$ cat src/rtl/hazard_pkg.sv
// Shared types and helpers for the load-use hazard / control-flush unit.
package hazard_pkg;

    // Controller state: IDLE passes or single-cycle stalls, STALL holds the front end.
    typedef enum logic {
        IDLE  = 1'b0,
        STALL = 1'b1
    } state_e;

    // Load-use hazard decision from pre-computed register-address matches.
    function automatic logic hazard_fn(
        input logic mem_read,
        input logic rs1_used,
        input logic rs1_hit,
        input logic rs2_used,
        input logic rs2_hit,
        input logic rd_is_x0,
        input logic ignore_x0
    );
        return mem_read & ((rs1_used & rs1_hit) | (rs2_used & rs2_hit)) & ~(ignore_x0 & rd_is_x0);
    endfunction

endpackage

$ cat src/rtl/hazard_stall_ctrl_cnt.sv
// stall_down_counter: loadable down-counter that saturates at zero.
module stall_down_counter #(
    parameter int W = 1
) (
    input  logic         clk,
    input  logic         rst_n,
    input  logic         load_i,
    input  logic [W-1:0] load_val_i,
    input  logic         dec_i,
    output logic [W-1:0] cnt_o,
    output logic         zero_o
);

    logic [W-1:0] cnt_q;

    // Load wins over decrement; decrement stops at zero so a long busy wait never wraps.
    always_ff @(posedge clk or negedge rst_n) begin
        if (!rst_n) begin
            cnt_q <= '0;
        end else if (load_i) begin
            cnt_q <= load_val_i;
        end else if (dec_i && (cnt_q != '0)) begin
            cnt_q <= cnt_q - 1'b1;
        end
    end

    assign cnt_o  = cnt_q;
    assign zero_o = (cnt_q == '0);

endmodule

$ cat src/rtl/hazard_stall_ctrl.sv
// hazard_stall_ctrl: load-use stall and branch-flush control for the ID/EX boundary.
// Optional stall performance counter is built when HAZARD_PERF_EN is defined.
module hazard_stall_ctrl
    import hazard_pkg::*;
#(
    parameter int REG_AW            = 5,
    parameter int LOAD_STALL_CYCLES = 1,
    parameter bit IGNORE_X0         = 1'b1,
    parameter int PERF_CNT_W        = 16
) (
    input  logic              clk,
    input  logic              rst_n,
    input  logic              mem_read_ex,
    input  logic [REG_AW-1:0] rd_ex,
    input  logic [REG_AW-1:0] rs1_id,
    input  logic [REG_AW-1:0] rs2_id,
    input  logic              rs1_used_id,
    input  logic              rs2_used_id,
    input  logic              branch_taken_ex,
    input  logic              dmem_busy,
    output logic              pc_write,
    output logic              if_id_write,
    output logic              id_ex_bubble,
    output logic              if_id_flush,
    output logic              stall_active
`ifdef HAZARD_PERF_EN
    ,
    output logic [PERF_CNT_W-1:0] stall_count
`endif
);

    localparam int CNT_W = $clog2(LOAD_STALL_CYCLES + 1);

    if (LOAD_STALL_CYCLES < 1) begin : g_param_chk
        $error("hazard_stall_ctrl: LOAD_STALL_CYCLES must be >= 1");
    end

    state_e           state_q;
    logic [CNT_W-1:0] cnt;
    logic             cnt_zero;
    logic             cnt_le1;
    logic             hazard;
    logic             need_stall_state;
    logic             enter_stall;

    assign hazard = hazard_fn(mem_read_ex, rs1_used_id, (rd_ex == rs1_id),
                              rs2_used_id, (rd_ex == rs2_id), (rd_ex == '0), IGNORE_X0);

    // A single-cycle stall with memory ready is finished within the hazard cycle itself.
    assign need_stall_state = (LOAD_STALL_CYCLES > 1) || dmem_busy;
    assign enter_stall      = (state_q == IDLE) && !branch_taken_ex && hazard && need_stall_state;
    assign cnt_le1          = cnt_zero || (cnt == CNT_W'(1));

    stall_down_counter #(.W(CNT_W)) u_cnt (
        .clk        (clk),
        .rst_n      (rst_n),
        .load_i     (enter_stall),
        .load_val_i (CNT_W'(LOAD_STALL_CYCLES - 1)),
        .dec_i      (state_q == STALL),
        .cnt_o      (cnt),
        .zero_o     (cnt_zero)
    );

    // State register: enter on hazard, leave when the count is spent and memory is ready, or on redirect.
    always_ff @(posedge clk or negedge rst_n) begin
        if (!rst_n) begin
            state_q <= IDLE;
        end else begin
            case (state_q)
                IDLE:    if (enter_stall) state_q <= STALL;
                STALL:   if (branch_taken_ex || (cnt_le1 && !dmem_busy)) state_q <= IDLE;
                default: state_q <= IDLE;
            endcase
        end
    end

    // Pipeline control: redirect flush always wins, then stall, then free-running.
    always_comb begin
        pc_write     = 1'b1;
        if_id_write  = 1'b1;
        id_ex_bubble = 1'b0;
        if_id_flush  = 1'b0;
        stall_active = (state_q == STALL);
        if (branch_taken_ex) begin
            id_ex_bubble = 1'b1;
            if_id_flush  = 1'b1;
        end else if ((state_q == STALL) || hazard) begin
            pc_write     = 1'b0;
            if_id_write  = 1'b0;
            id_ex_bubble = 1'b1;
        end
    end

`ifdef HAZARD_PERF_EN
    logic [PERF_CNT_W-1:0] stall_count_q;

    // Count frozen cycles, sticking at all-ones.
    always_ff @(posedge clk or negedge rst_n) begin
        if (!rst_n) begin
            stall_count_q <= '0;
        end else if (!pc_write && (stall_count_q != '1)) begin
            stall_count_q <= stall_count_q + 1'b1;
        end
    end

    assign stall_count = stall_count_q;
`else
    // PERF_CNT_W has no effect without the counter.
    localparam int unused_perf_cnt_w = PERF_CNT_W;
`endif

endmodule

$ cat config.mk
export PLATFORM = sky130hd
export DESIGN_NAME = hazard_stall_ctrl
export DESIGN_NICKNAME = d
export VERILOG_FILES = /design/src/rtl/hazard_pkg.sv /design/src/rtl/hazard_stall_ctrl_cnt.sv /design/src/rtl/hazard_stall_ctrl.sv
export SDC_FILE = /design/constraint.sdc
export NUM_CORES = 1
export LEC_CHECK = 0
export ABC_AREA = 1
export CORE_AREA = 2 2 39 41
export CTS_BUF_LIST = sky130_fd_sc_hd__clkbuf_2 sky130_fd_sc_hd__clkbuf_4 sky130_fd_sc_hd__clkbuf_8
export DETAILED_ROUTE_END_ITERATION = 10
export DIE_AREA = 0 0 41 43
export PLACE_DENSITY_LB_ADDON = 0.15
export SKIP_LAST_GASP = 1
export SLEW_MARGIN = 20
export SYNTH_ARGS = -nofsm -noshare
export SYNTH_HDL_FRONTEND = slang
export SYNTH_SLANG_ARGS = --single-unit
$ cat constraint.sdc
create_clock -name clk -period 0.9 [get_ports clk]
set_input_delay 0.09 -clock clk [delete_from_list [all_inputs] [get_ports clk]]
set_output_delay 0.09 -clock clk [all_outputs]
set_load 0.01 [all_outputs]
==> summary.txt <==
Power and ir drop
  • Combinational fraction of design power: between 80 and 90%
  • Worst VDD drop: 0.179 mV
  • Final Power: about 0.27 mW
  • Leakage power: 0.378 nW
  • PwrDens: roughly 440 mW/mm²
  • Net Sw Frac: a little over a third
  • Seq pwr share: 17.1%
  • Pint: 0.176 mW
  • Clock Power Share: 0%
  • P_sw: roughly 0.096 mW

Drt
  • Post-DR vias/cell: 4.02
  • Initial drt markers: 2
  • Wire per inst: 6.98 µm
  • Post-Route WL: 789 µm
  • Via count: between 400 and 500
  • Remaining DRCs: 0
  • Post-route ant nets: 0
  • Router iterations before antenna repair: 3

Global route
  • Total GRT Usage: 9.40%
  • Initial antenna violation count: 0
  • Vias in the first global route: roughly 360
  • First-pass GRT wire length: 1260 µm
  • GRT overflow: 0
  • Pin count of the biggest net entering global routing: 5

Floorplan
  • IO Pins: 27
  • Starting Density: 22.3%
  • Core Rows: 14
  • Die footprint: 0.00176 mm²
  • Chip Width: 41 µm
  • Core footprint: 0.00138 mm²
  • Die H: 43 µm

CTS
  • Worst-path clk slew: 0 ns
  • Clk Latency, worst-skew pair: 0 ns

Critical path
  • Crit path required time: 0.81 ns
  • Crit path cell chain: dlygate4sd2_1 -> nand2_1 -> nor2_2 -> nand3_2 -> nand2_2 -> nand2_2 -> nand2_1 -> nand2_1 -> buf_2
  • CP max FO: 2
  • Largest delay contributor family on the critical path: simple AND/OR/NAND/NOR gates
  • CP Class: primary input to output port
  • Critical path's slowest cell: dlygate4sd2_1
  • Delay of the slowest cell on the worst path: 0.19 ns
  • Most frequent CP cell: nand2_1
  • CP bufs+invs: 2
  • Startpoint Class: primary input
  • CP Data Arrival Time: approximately 0.9 ns
  • Worst Setup End Kind: output port

Run status
  • Outcome: complete, but fails checks
  • Failing checks: negative setup slack

Timing
  • Final setup margin: -0.0841 ns
  • Skew final: 0 ns
  • # setup viols final: 3
  • Hold Vio Cnt, Final: 0
  • Setup TNS: -0.190 ns
  • Fmax: 1020 MHz
  • Measured slew at the worst slew-check pin: 0.114 ns
  • Min cycle time layout: 0.984 ns
  • Final Max Slew Viols: 0
  • Slew HR: 92.4%
  • RSZ-0062 raised after global routing: true
  • Tcrit/Tclk final: 109%

Placement
  • Placed Instance Area: 589 µm²
  • Setup Slack @ Placement: -0.893 ns
  • # port buffers: 26
  • Final Wtd Congestion: 0.739
  • DP HPWL: 704 µm

Synth
  • Post-Syn Area: 309 µm²
  • Sequential area share after synthesis: under 10%
  • Async S/R FF share, synth: 100%
  • Synth warn: 0
  • Flops & latches, synth: 1
  • Primary FF master, synth: dfrtp_1
  • Synth area leader: nand2_1
  • Syn_nets: about 90
  • Most common cell in the netlist: nand2_1
  • Number of flops mapped to enable cells by yosys: 0
  • Largest cells by area after synthesis: nand2_1, inv_1, nor2_1
  • Synth cell types: 10
  • Most common library cells after synthesis: nand2_1, inv_1, nor2_1
  • Share of the synthesized area in the top cell type: 37.7%
  • Gate Count Post-Synth: 70
  • Mean Syn Cell Area: 4.41 µm²

Layout
  • Total Nets Final: about 120
  • Antenna cells: 0
  • Area growth syn-to-layout: 101%
  • Layout cells sized above 1: 44.3%
  • Design area: just over 600 µm²
  • Max reg flops: 1

Flow run
  • Max cap viols: 0

Min path
  • Min-delay worst type: primary input to asynchronous set/reset pin
[power groups by stage]
stage | clock (mW) | combinational [mW] | sequential [mW]
after floorplan | 0 | 0.0803 | 0.0469
after global placement | 0 | 0.207 | 0.0465
after detailed placement | 0 | 0.208 | 0.0465
after CTS | 0 | 0.191 | 0.0465
after global routing | 0 | 0.252 | 0.0465
final | 0 | 0.226 | 0.0465
[logic make-up after synthesis]
kind of cell           after synthesis  share of synthesized area (%)
AOI/OAI and AO/OA                    1                           1.62
buffers and inverters               19                           25.5
DFF                                  1                           8.10
and+or+nand+nor                     49                           64.8
[final timing paths]
| path | endpoint | from | slack (ns) | cells after the start |
|---|---|---|---|---|
| min reg2reg | stall_active | stall_active | 0.60 | 3 |
| max | pc_write | rs2_used_id | -0.08 | 9 |
| min in group clk | stall_active | branch_taken_ex | 0.53 | 4 |
| max reg2reg | stall_active | stall_active | 0.11 | 4 |
| max in group asynchronous | stall_active | rst_n | 0.56 | 1 |
| min | stall_active | rst_n | 0.24 | 1 |
[worst register-to-register path: stages, from the launching register on]
cell and delay (ns):
dfrtp_1 0.35, buf_4 0.14, nor2_1 0.08, nand4_1 0.09, nand2_1 0.06
[cells in the final DEF (no fill, tap or decap)]
master,n
nor2_1,6
nand3_2,1
dlygate4sd2_1,4
nor2_2,3
nand2_1,25
dfrtp_1,1
o21ai_1,1
buf_8,3
buf_4,3
inv_4,4
nand2_2,9
clkbuf_2,1
inv_2,3
inv_1,10
clkdlybuf4s50_1,2
nand3_1,4
buf_6,9
clkdlybuf4s15_2,1
buf_2,6
nand4_1,1
[per-stage QoR]
stage	util [%]	hold slack, ns	cells
after CTS	39.6	0.246	112
after global placement	42.6	0.240	112
after floorplan	-	-0.206	70
final	44.9	0.243	113
after global routing	44.9	0.245	113
after detailed placement	42.6	0.246	112
[final cells by class]
cell class | count | area [µm²]
fillers | 162 | 762
repair buffers | 29 | 270
multi-input cells | 50 | 233
inverters | 17 | 73.8
flip-flops and latches | 1 | 25.0
well taps | 16 | 20.0
[per-layer routing]
metal	up-vias	global-route usage, %	part of all wire [%]
met5	-	0	0
met2	16	16.6	50
met3	0	0	8.4
met1	181	13.0	41
met4	0	0	0
li1	257	-	-
[timing repair]
action                     in CTS  in global routing
buffers inserted                0                  1
cloned                          0                  0
pin swaps                      25                 15
gates resized for setup        96                 22
hold buffers                    0                  0
hold endpoints to repair        0                  0
setup endpoints to repair       6                  4
Note: power is estimated with default switching activity, not from simulation.
